`config.mk`:
```
export PLATFORM = sky130hd
export DESIGN_NAME = discrete_voice_scheduler_flat
export DESIGN_NICKNAME = d
export VERILOG_FILES = /design/src/rtl/discrete_voice_scheduler_if.sv /design/src/rtl/discrete_voice_scheduler.sv /design/src/flat_wrapper.sv
export SDC_FILE = /design/constraint.sdc
export NUM_CORES = 1
export LEC_CHECK = 0
export BUFFER_PORTS_ARGS = -buffer_cell sky130_fd_sc_hd__buf_2
export CORE_MARGIN = 10
export CORE_UTILIZATION = 50
export DETAILED_ROUTE_END_ITERATION = 8
export GPL_TIMING_DRIVEN = 0
export PLACE_DENSITY = 0.82
export SKIP_LAST_GASP = 1
export SYNTH_ARGS = -nofsm -noshare
export SYNTH_HDL_FRONTEND = slang
export SYNTH_SLANG_ARGS = --single-unit
export TNS_END_PERCENT = 5
```
`constraint.sdc`:
```
create_clock -name clk -period 5.85 [get_ports clk]
set_input_delay 0.585 -clock clk [delete_from_list [all_inputs] [get_ports clk]]
set_output_delay 0.585 -clock clk [all_outputs]
set_load 0.01 [all_outputs]
```
`src/rtl/discrete_voice_scheduler_if.sv`:
```
// Step/result handshake between the voice scheduler (master) and the shared
// oscillator step engine (slave).
interface discrete_voice_scheduler_if;
    logic               step_valid;
    logic [2:0]         step_voice;
    logic               step_ready;
    logic               result_valid;
    logic [2:0]         result_voice;
    logic signed [15:0] result_sample;

    modport master (
        output step_valid, step_voice,
        input  step_ready, result_valid, result_voice, result_sample
    );

    modport slave (
        input  step_valid, step_voice,
        output step_ready, result_valid, result_voice, result_sample
    );
endinterface

```
`src/rtl/discrete_voice_scheduler.sv`:
```
// Time-shares one oscillator step engine across NUM_VOICES voices: one step
// request per enabled voice on each audio tick, then a saturated mix.
module discrete_voice_scheduler #(
    parameter int CLK_HZ      = 48000000,
    parameter int SAMPLE_RATE = 48000,
    parameter int NUM_VOICES  = 4
) (
    input  logic                         clk,
    input  logic                         reset,
    input  logic [NUM_VOICES-1:0]        voice_enable,
    output logic                         audio_clk_en,
    discrete_voice_scheduler_if.master   step,
    output logic [NUM_VOICES*16-1:0]     voice_sample,
    output logic signed [15:0]           mix_sample,
    output logic                         mix_valid,
    output logic                         overrun,
    output logic                         proto_err
);
    localparam int DIV   = CLK_HZ / SAMPLE_RATE;
    localparam int CNT_W = (DIV > 1) ? $clog2(DIV) : 1;

    typedef enum logic [1:0] {S_IDLE, S_ISSUE, S_WAIT, S_MIX} state_t;

    state_t                 state, state_nxt;
    logic [CNT_W-1:0]       div_cnt;
    logic [NUM_VOICES-1:0]  en_q;
    logic [2:0]             cur;
    logic signed [15:0]     samples [NUM_VOICES];

    logic                   tick;
    logic                   result_hit;
    logic                   next_found;
    logic [2:0]             first_idx;
    logic [2:0]             next_idx;
    logic signed [18:0]     mix_sum;
    logic signed [15:0]     mix_sat;

    assign tick         = (div_cnt == CNT_W'(DIV - 1));
    assign audio_clk_en = tick;

    // NOTE: sequential state uses non-blocking assignments so every register samples pre-edge values.
    always_ff @(posedge clk) begin
        if (reset)     div_cnt <= '0;
        else if (tick) div_cnt <= '0;
        else           div_cnt <= div_cnt + 1'b1;
    end

    assign result_hit = (state == S_WAIT) && step.result_valid && (step.result_voice == cur);

    assign step.step_valid = (state == S_ISSUE);
    assign step.step_voice = cur;

    // Descending scan: the last match written is the lowest qualifying index.
    always_comb begin
        // NOTE: defaults first so every path assigns every output; otherwise a latch is inferred.
        first_idx  = '0;
        next_idx   = '0;
        next_found = 1'b0;
        for (int i = NUM_VOICES - 1; i >= 0; i--) begin
            if (voice_enable[i]) first_idx = 3'(i);
            if (en_q[i] && (3'(i) > cur)) begin
                next_found = 1'b1;
                next_idx   = 3'(i);
            end
        end
    end

    always_comb begin
        mix_sum = '0;
        for (int i = 0; i < NUM_VOICES; i++) begin
            if (en_q[i]) mix_sum = mix_sum + $signed({{3{samples[i][15]}}, samples[i]});
        end
        if (mix_sum > 19'sd32767)       mix_sat = 16'sh7fff;
        else if (mix_sum < -19'sd32768) mix_sat = 16'sh8000;
        else                            mix_sat = mix_sum[15:0];
    end

    always_ff @(posedge clk) begin
        if (reset) state <= S_IDLE;
        else       state <= state_nxt;
    end

    always_comb begin
        state_nxt = state;
        case (state)
            S_IDLE:  if (tick) state_nxt = (voice_enable == '0) ? S_MIX : S_ISSUE;
            S_ISSUE: if (step.step_ready) state_nxt = S_WAIT;
            S_WAIT:  if (result_hit) state_nxt = next_found ? S_ISSUE : S_MIX;
            S_MIX:   state_nxt = S_IDLE;
            default: state_nxt = S_IDLE;
        endcase
    end

    always_ff @(posedge clk) begin
        if (reset) begin
            en_q       <= '0;
            cur        <= '0;
            mix_sample <= '0;
            mix_valid  <= 1'b0;
            overrun    <= 1'b0;
            proto_err  <= 1'b0;
            // NOTE: the sample store is a small register array, so it is reset explicitly; a RAM-style memory would not be.
            for (int i = 0; i < NUM_VOICES; i++) samples[i] <= '0;
        end else begin
            mix_valid <= 1'b0;
            if (tick && state != S_IDLE)           overrun   <= 1'b1;
            if (step.result_valid && !result_hit)  proto_err <= 1'b1;

            for (int i = 0; i < NUM_VOICES; i++) begin
                if (state == S_IDLE && tick && !voice_enable[i]) samples[i] <= '0;
                if (result_hit && cur == 3'(i))                  samples[i] <= step.result_sample;
            end

            case (state)
                S_IDLE: if (tick) begin
                    en_q <= voice_enable;
                    cur  <= first_idx;
                end
                S_WAIT: if (result_hit && next_found) cur <= next_idx;
                S_MIX: begin
                    mix_sample <= mix_sat;
                    mix_valid  <= 1'b1;
                end
                default: ;
            endcase
        end
    end

    for (genvar g = 0; g < NUM_VOICES; g++) begin : g_pack
        assign voice_sample[16*g +: 16] = samples[g];
    end
endmodule

```
`src/flat_wrapper.sv`:
```
// flat-port wrapper written by rule: the top's interface ports become plain ports
module discrete_voice_scheduler_flat 
#(
    parameter int CLK_HZ      = 48000000,
    parameter int SAMPLE_RATE = 48000,
    parameter int NUM_VOICES  = 4
)
  (clk, reset, voice_enable, audio_clk_en, voice_sample, mix_sample, mix_valid, overrun, proto_err, step_step_valid, step_step_voice, step_step_ready, step_result_valid, step_result_voice, step_result_sample);
  discrete_voice_scheduler_if step_i ();
  input  logic clk;
  input  logic reset;
  input  logic [NUM_VOICES-1:0] voice_enable;
  output logic audio_clk_en;
  output logic [NUM_VOICES*16-1:0] voice_sample;
  output logic signed [15:0] mix_sample;
  output logic mix_valid;
  output logic overrun;
  output logic proto_err;
  output wire logic [$bits(step_i.step_valid)-1:0] step_step_valid;
  output wire logic [$bits(step_i.step_voice)-1:0] step_step_voice;
  input wire logic [$bits(step_i.step_ready)-1:0] step_step_ready;
  input wire logic [$bits(step_i.result_valid)-1:0] step_result_valid;
  input wire logic [$bits(step_i.result_voice)-1:0] step_result_voice;
  input wire logic [$bits(step_i.result_sample)-1:0] step_result_sample;
  assign step_step_valid = step_i.step_valid;
  assign step_step_voice = step_i.step_voice;
  assign step_i.step_ready = step_step_ready;
  assign step_i.result_valid = step_result_valid;
  assign step_i.result_voice = step_result_voice;
  assign step_i.result_sample = step_result_sample;
  discrete_voice_scheduler #(.CLK_HZ(CLK_HZ), .SAMPLE_RATE(SAMPLE_RATE), .NUM_VOICES(NUM_VOICES)) u_core (.clk(clk), .reset(reset), .voice_enable(voice_enable), .audio_clk_en(audio_clk_en), .step(step_i), .voice_sample(voice_sample), .mix_sample(mix_sample), .mix_valid(mix_valid), .overrun(overrun), .proto_err(proto_err));
endmodule
```
# Yosys cells after proc, flatten, opt, wreduce, memory -nomap -nowiden
# Memory sizes are Yosys's and may differ from the RTL's.
# Cells that the tools add are included.
# classes
n_eq_ne	12
order_cmp	6
bitwise	8
mux	62
n_addsub	4
n_reduce_logical	32
# op_table
operator	n
16-bit two-way mux	10
19-bit two-way mux	4
19-bit by 16-bit adder with 19-bit output	3
1-bit two-way mux	31
2-bit two-way mux	13
19-bit by 16-bit greater-than comparator with 1-bit output, second input constant	1
19-bit by 16-bit less-than comparator with 1-bit output, second input constant	1
1-bit logical AND	18
10-bit by 1-bit adder with 10-bit output, second input constant	1
10-bit == test, second input constant	1
1-bit bitwise OR	8
2-bit one-hot mux with 4 select lines	1
3-bit by 2-bit == test with 1-bit output, second input constant	2
1-bit by 3-bit greater-than comparator with 1-bit output, first input constant	2
2-bit by 3-bit greater-than comparator with 1-bit output, first input constant	2
3-bit two-way mux	2
2-bit by 1-bit inequality test with 1-bit output, second input constant	3
3-bit one-hot mux with 2 select lines	1
3-bit AND reduction	2
1-bit logical NOT	5
2-bit == test, second input constant	2
4-bit logical NOT	1
2-bit nonzero test	2
3-bit by 1-bit == test with 1-bit output, second input constant	1
other kinds (7)	7
# totals
output_inout_bits	88
register_bits	38
elab_cells	133
in_bits	27
ramBits	64
mem_count	1
# memory_table
name	words	word_bits	read_ports	rd_ports_with_merged_regs	write_ports	line	text
u_core.samples	4	16	4	0	4	discrete_voice_scheduler.sv:28	logic signed [15:0] samples [NUM_VOICES];

# Longest topological paths before layout
# Gate-level depths: netlist of the first run.
# An unclocked memory read counts as a cell.
# depth
word_depth	11
depth_mapped	32
ltp_nobuf	29

# Worst setup path before layout of the first run
# Ideal clock, no wire load.
# synth_path
path_kind	reg2reg
start	memory u_core.samples[0][0]
end	register u_core.mix_sample[10]
stages_incl_launch_ff	30
path_slack_ns	-0.134
t_arrival_ns	5.843
n_path_buf	1
path_cell_list	edfxtp_1 -> and2_1 -> ha_1 -> fa_1 -> a21oi_1 -> o22a_1 -> a311oi_2 -> o21a_1 -> nor2_1 -> xnor2_1 -> a21oi_1 -> inv_1 -> ha_1 -> nand4_1 -> nor3b_2 -> nand2_1 -> a21oi_1 -> xor2_1 -> mux2_2 -> ha_1 -> or2_2 -> o311a_1 -> a31oi_1 -> o21ai_0 -> xor2_1 -> mux2_4 -> o31ai_4 -> and2_4 -> buf_12 -> a211oi_2
# synth_lines
element	line	text
start, declared	discrete_voice_scheduler.sv:28	
end signal, assigned	discrete_voice_scheduler.sv:121	mix_sample <= mix_sat;
end, declared	discrete_voice_scheduler.sv:14	output logic signed [15:0] mix_sample,

# Worst setup path in the final report of the first run
# layout_path
start	register u_core.en_q[0]
end	register u_core.mix_sample[11]
# layout_via
elab_chain_cells	10
word_cells_on_any_way	11
cone_classes	3 x add/sub; 2 x order compare; 6 x mux
# layout_rtl
element	line	text
start, declared	discrete_voice_scheduler.sv:26	logic [NUM_VOICES-1:0] en_q;
start signal, assigned	discrete_voice_scheduler.sv:116	en_q <= voice_enable;
19-bit two-way mux *	discrete_voice_scheduler.sv:71	if (en_q[i]) mix_sum = mix_sum + $signed({{3{samples[i][15]}}, samples[i]});
19-bit by 16-bit adder with 19-bit output	discrete_voice_scheduler.sv:71	
19-bit two-way mux *	discrete_voice_scheduler.sv:71	
19-bit by 16-bit adder with 19-bit output	discrete_voice_scheduler.sv:71	
19-bit two-way mux *	discrete_voice_scheduler.sv:71	
19-bit by 16-bit adder with 19-bit output	discrete_voice_scheduler.sv:71	
19-bit two-way mux *	discrete_voice_scheduler.sv:71	
19-bit by 16-bit less-than comparator with 1-bit output	discrete_voice_scheduler.sv:74	else if (mix_sum < -19'sd32768) mix_sat = 16'sh8000;
16-bit two-way mux	discrete_voice_scheduler.sv:74	
16-bit two-way mux *	discrete_voice_scheduler.sv:73	if (mix_sum > 19'sd32767) mix_sat = 16'sh7fff;
# Mark *: on every way between the ends. The rest lies on a longest branch, timed or not.
# A chain may end at the register's enable or synchronous reset.

==> results of run 1 <==
layer usage:
metal	global-route usage	up-vias	wire length, µm
li1	-	3308	-
met5	0	-	0
met1	0.279	3378	9790
met3	0.0394	43	1510
met2	0.366	287	11100
met4	0.0807	0	552
cell families (layout without fill, tap and decap cells):
logic type | Yosys count | after routing | share of synthesized area
other | 1 | 3 | 0.000504
flip-flops | 101 | 101 | 0.358
buffers and inverters | 68 | 249 | 0.0411
adder cells (fa/ha/maj) | 56 | 56 | 0.0971
XOR/XNOR | 47 | 47 | 0.0554
AO/OA/AOI/OAI | 216 | 216 | 0.206
AND/OR/NAND/NOR | 297 | 297 | 0.200
multiplexers | 28 | 28 | 0.0424
synth_stat cells, types with 7 or more instances:
master     n
nor2_1    79
a21oi_1   50
inv_1     31
xor2_1    18
o21a_1     8
mux2_2    16
nor3_1    12
o211ai_1  15
a211oi_1  18
or3_1      7
a21o_1    16
a211oi_2  11
nand3_1   15
xnor2_1   29
clkbuf_1  22
o21ai_0   36
edfxtp_1  64
ha_1      52
nand4_1    9
dfxtp_1   37
o21bai_1   8
and2_1    70
mux2i_1    9
nand2_1   69
a31oi_1    8
repair_timing:
action | CTS | global route
cloned | 2 | 0
setup endpoints to repair | 16 | 16
resized for setup | 69 | 27
setup buffers | 39 | 14
pin swaps | 49 | 38
worst paths after layout:
kind,start,to,slack (ns),depth (start not counted)
worst max register to register,u_core.en_q[0]$_SDFFE_PP0P_,u_core.mix_sample[11]$_SDFFE_PP0P_,-0.18,32
worst max-delay path,u_core.en_q[0]$_SDFFE_PP0P_,u_core.mix_sample[11]$_SDFFE_PP0P_,-0.18,32
worst min register to register,u_core.overrun$_SDFFE_PP0P_,u_core.overrun$_SDFFE_PP0P_,0.45,2
worst min-delay path,u_core.overrun$_SDFFE_PP0P_,u_core.overrun$_SDFFE_PP0P_,0.45,2
cell type report:
cell class / instances / area share
multi-input cells: 645 / 0.523
repair buffers: 168 / 0.107
flip-flops and latches: 101 / 0.282
clock inverters: 7 / 0.00623
well taps: 184 / 0.0244
diodes: 2 / 0.000530
plain buffers: 33 / 0.0207
inverters: 32 / 0.0127
clock buffers: 9 / 0.0239
registers in the layout, summed over array words and instances (netlist names):
register                flops
u_core.en_q                 4
u_core.step.step_voice      2
u_core.samples             64
u_core.state                2
u_core.mix_valid            1
u_core.div_cnt             10
u_core.overrun              1
u_core.mix_sample          16
u_core.proto_err            1
report_power, final:
part	switching (µW)	leakage, µW	internal [µW]
logic	74.6	0.00297	47.3
registers	16.8	0.000960	773
clock network	302	0.000144	299
worst max-delay path, delay by kind of cell, from the launching register on:
| family | cells | cell delay [ns] |
|---|---|---|
| adder cells (fa/ha/maj) | 3 | 0.92 |
| AO/OA/AOI/OAI | 13 | 2.22 |
| AND/OR/NAND/NOR | 6 | 0.90 |
| buffers and inverters | 5 | 0.54 |
| XOR/XNOR | 3 | 0.43 |
| flip-flops | 1 | 0.32 |
| multiplexers | 2 | 0.57 |
per-stage QoR:
stage	TNS (ns)	hold slack [ns]	utilization	worst slack [ns]	total power, µW
floorplan	0	0.426	-	0.00375	859
global placement	-15.18	0.433	0.569	-1.02	910
detailed placement	-16.90	0.442	0.570	-1.13	913
CTS	-0.659	0.455	0.636	-0.0798	1510
global route	-6.10	0.474	0.649	-0.439	1560
finish	-2.42	0.450	0.650	-0.181	1510
==> flow_summary.yaml, run 1 <==
outcome:
  outcome: "finished, violations left"
  failed_checks: "negative setup slack"
synth:
  synth_cells: 814
  async_reset_ff_frac: 0
  ys_ff_latch: 101
  synth_area_mm2: 0.00743
  synthDistinctLibCells: 75
  yosysTopAreaCell: "edfxtp_1"
  synth_edf_count: 64
  syn_area_per_cell_um2: 9.13
  ys.flop_type: "edfxtp_1"
  yosysTopAreaCellShare: 0.258
  synth.yosys.seq_area_share: 0.358
  synth_nets: 896
  yosysWarnings: 0
  synth_area_leaders: "edfxtp_1 (26%), dfxtp_1 (10%), ha_1 (8.8%)"
place:
  gp_congestion: 0.953
  io_buffers: 113
  placed_area_mm2: 0.00828
  placed_cells: 1111
  dpl.hpwl_mm: 16.7
clocking:
  cts_num_sinks: 101
  clockBufferDepth: 2
  clk_pin_slew_worst_paths_ns: 0.08
  cts_root_buffer: "clkbuf_16"
  cts_buffers: 9
  cts_max_level: 3
  cts_tree: "done"
  cts_hold_buf: 0
  clk_latency_ns: 0.37
worst_setup_path:
  critPathRequiredTime_ns: 6.08
  cpMostUsedCell: "a21oi_2"
  critPathSlowestCell: "ha_1"
  critPathKind: "flip-flop to flip-flop"
  end_kind: "flip-flop"
  arrival_ns: 6.26
  start_kind: "flip-flop"
  crit_fanout: 7
  slowest_delay_ns: 0.39
final_layout:
  post-route-cell-area_mm2: 0.00944
  layout.nets: 1072
  drive_above_1_share: 0.319
  finalNonFillerCells: 1181
  fillers: 1154
  multi_input_area_mm2: 0.00494
  layout_common_cells: "buf_2 (118), nor2_1 (77), and2_1 (68)"
  final_common_cell: "buf_2"
  areaGrowthSynthToFinish_pct: 27.0
  ff_latch_area_mm2: 0.00266
power_and_ir_drop:
  ir_worst_vdd_v: 0.000132
  p_leak_uw: 0.00408
  p_per_area_mw_per_mm2: 160
sta:
  rsz0062_at_grt: "yes"
  hold_violations: 0
  final_max_slew_viol_count: 0
  skew_ns: 0.00797
  worst_pin_slew_ns: 0.948
  max_freq_ghz: 0.166
  finalSetupViolations: 15
  setup_ws_ns: -0.181
  relSlewSlack: 0.367
  period_minus_slack_ns: 6.03
  timing.final.crit_share: 1.03
routing:
  routedWlPerCell_um: 19.5
  drc: 0
  drt_pre_antenna_iters: 5
  initialDrtViolationCount: 751
  drt-total-wl_mm: 23.0
  viasPerCell: 5.94
  via_count: 7016
  drtAntennaViolNets: 0
grt:
  grt_remaining_overflow: 0
  antenna_found_initial: 1
  grt_usage: 0.220
  grt_pass1_vias: 6803
  grt_pass1_wl_mm: 35.6
  grt_max_degree: 20
die:
  pin_count: 115
  dieHeight_um: 142
  start_util: 0.512
  die-area_mm2: 0.0201
  core-area_mm2: 0.0145
  dieWidth_um: 142
  rows: 44
run:
  drv_cap: 0
hold_path:
  hold_class: "flip-flop to flip-flop"
Note: power is estimated with default switching activity, not from simulation.
==> inputs of run 2 (changes only) <==
--- a/config.mk
+++ b/config.mk
@@ -6,6 +6,7 @@
 export NUM_CORES = 1
 export LEC_CHECK = 0
 export BUFFER_PORTS_ARGS = -buffer_cell sky130_fd_sc_hd__buf_2
+export CORE_ASPECT_RATIO = 1.75
 export CORE_MARGIN = 10
 export CORE_UTILIZATION = 50
 export DETAILED_ROUTE_END_ITERATION = 8
==> flow_summary.yaml, run 2 (synthesis results as in run 1) <==
clocking:
  cts_hold_buf: 0
  cts_root_buffer: "clkbuf_16"
  cts_num_sinks: 101
  cts_tree: "done"
  cts_max_level: 3
  clk_latency_ns: 0.35
  cts_buffers: 9
  clk_pin_slew_worst_paths_ns: 0.08
  clockBufferDepth: 2
die:
  dieHeight_um: 181
  start_util: 0.512
  die-area_mm2: 0.0203
  core-area_mm2: 0.0145
  dieWidth_um: 112
  rows: 58
  pin_count: 115
run:
  drv_cap: 0
final_layout:
  multi_input_area_mm2: 0.00490
  areaGrowthSynthToFinish_pct: 27.9
  fin_util: 0.655
  fillers: 1146
  largest_register: "u_core.samples"
  ff_latch_area_mm2: 0.00267
  finalNonFillerCells: 1187
  final_common_cell: "buf_2"
  top_regs: "u_core.samples x64, u_core.mix_sample x16, u_core.div_cnt x10"
  layout_common_cells: "buf_2 (118), nor2_1 (78), and2_1 (68)"
  layout.nets: 1083
  largest_reg_flops: 64
  drive_above_1_share: 0.311
sta:
  max_freq_ghz: 0.162
  hold_ws_ns: 0.467
  setup_tns_ns: -4.50
  hold_violations: 0
  timing.final.crit_share: 1.05
  rsz0062_at_grt: "yes"
  period_minus_slack_ns: 6.17
  setup_ws_ns: -0.318
  finalSetupViolations: 16
  skew_ns: 0.00889
  relSlewSlack: 0.321
  final_max_slew_viol_count: 0
  worst_pin_slew_ns: 1.02
worst_setup_path:
  crit_fanout: 10
  arrival_ns: 6.38
  critPathSlowestCell: "dfxtp_4"
  slowest_delay_ns: 0.37
  critPathKind: "flip-flop to flip-flop"
  end_kind: "flip-flop"
  critPathRequiredTime_ns: 6.06
  start_kind: "flip-flop"
place:
  io_buffers: 113
  gp_congestion: 0.956
  placed_cells: 1107
  post-place-ws_ns: -1.19
  dpl.hpwl_mm: 17.6
routing:
  initialDrtViolationCount: 503
  via_count: 7218
  drt-total-wl_mm: 24.8
  viasPerCell: 6.08
  drtAntennaViolNets: 0
  drt_pre_antenna_iters: 5
  routedWlPerCell_um: 20.9
  drc: 0
grt:
  grt_pass1_vias: 7288
  grt_remaining_overflow: 0
  grt_max_degree: 18
  grt_usage: 0.226
  grt_pass1_wl_mm: 37.5
  antenna_found_initial: 1
outcome:
  failed_checks: "negative setup slack"
  outcome: "finished, violations left"
power_and_ir_drop:
  p_leak_uw: 0.00415
  p_per_area_mw_per_mm2: 164
  ir_worst_vdd_v: 0.000195
hold_path:
  hold_class: "flip-flop to flip-flop"
-- run 2: cell count changes in the layout (fill, tap and decap cells not counted), sizes merged --
cell    before  now
diode        2    1
clkbuf      29   35
inv         38   34
clkinv       1    2
buf        181  189
-- run 2: what timing repair did --
action	in CTS	in global routing
cloned	2	0
setup endpoints to repair	16	16
gates resized for setup	59	26
setup buffers	44	18
pin swaps	55	44
-- run 2: critical path, delay by kind of cell, from the launching register on --
family	cells	cell delay, ns
AOI/OAI and AO/OA	12	2.15
and+or+nand+nor	6	0.91
adders and majority gates	3	0.86
buffers and inverters	6	0.71
muxes	2	0.58
xor gates and xnor gates	3	0.43
DFF	1	0.37
-- run 2: layout make-up --
| class | instances | area share |
|---|---|---|
| Clock inverter | 4 | 0.00342 |
| Clock buffer | 12 | 0.0304 |
| Multi-Input combinational cell | 645 | 0.516 |
| Timing Repair Buffer | 177 | 0.113 |
| Inverter | 32 | 0.0126 |
| Sequential cell | 101 | 0.280 |
| Tap cell | 180 | 0.0237 |
| Buffer | 35 | 0.0208 |
| Antenna cell | 1 | 0.000263 |
-- run 2: metrics by stage --
step                      instance area, µm²  total power, µW
final                                   9510             1560
after CTS                               9280             1550
after global routing                    9510             1600
after floorplan                         7480              859
after detailed placement                8280              914
after global placement                  8270              912
-- run 2: power by group --
group / internal (µW) / leakage (µW) / switching, µW
logic: 47.9 / 0.00302 / 77.8
clock network: 357 / 0.000160 / 289
registers: 772 / 0.000960 / 16.9
total: 1180 / 0.00415 / 384
-- run 2: final timing paths --
| check | to | slack, ns | cells past startpoint | startpoint |
|---|---|---|---|---|
| worst max-delay path | u_core.mix_sample[9]$_SDFFE_PP0P_ | -0.32 | 32 | u_core.en_q[0]$_SDFFE_PP0P_ |
| worst min-delay path | u_core.div_cnt[0]$_SDFF_PP0_ | 0.47 | 1 | u_core.div_cnt[0]$_SDFF_PP0_ |
| worst max register to register | u_core.mix_sample[9]$_SDFFE_PP0P_ | -0.32 | 32 | u_core.en_q[0]$_SDFFE_PP0P_ |
| worst min register to register | u_core.div_cnt[0]$_SDFF_PP0_ | 0.47 | 1 | u_core.div_cnt[0]$_SDFF_PP0_ |
-- run 2: layer usage --
metal  vias to the layer above  track usage  wire (µm)
li1                       3323            -          -
met2                       325        0.418      13200
met3                       104       0.0421       1460
met4                         0        0.142       1620
met5                         -            0          0
met1                      3466        0.222       8490
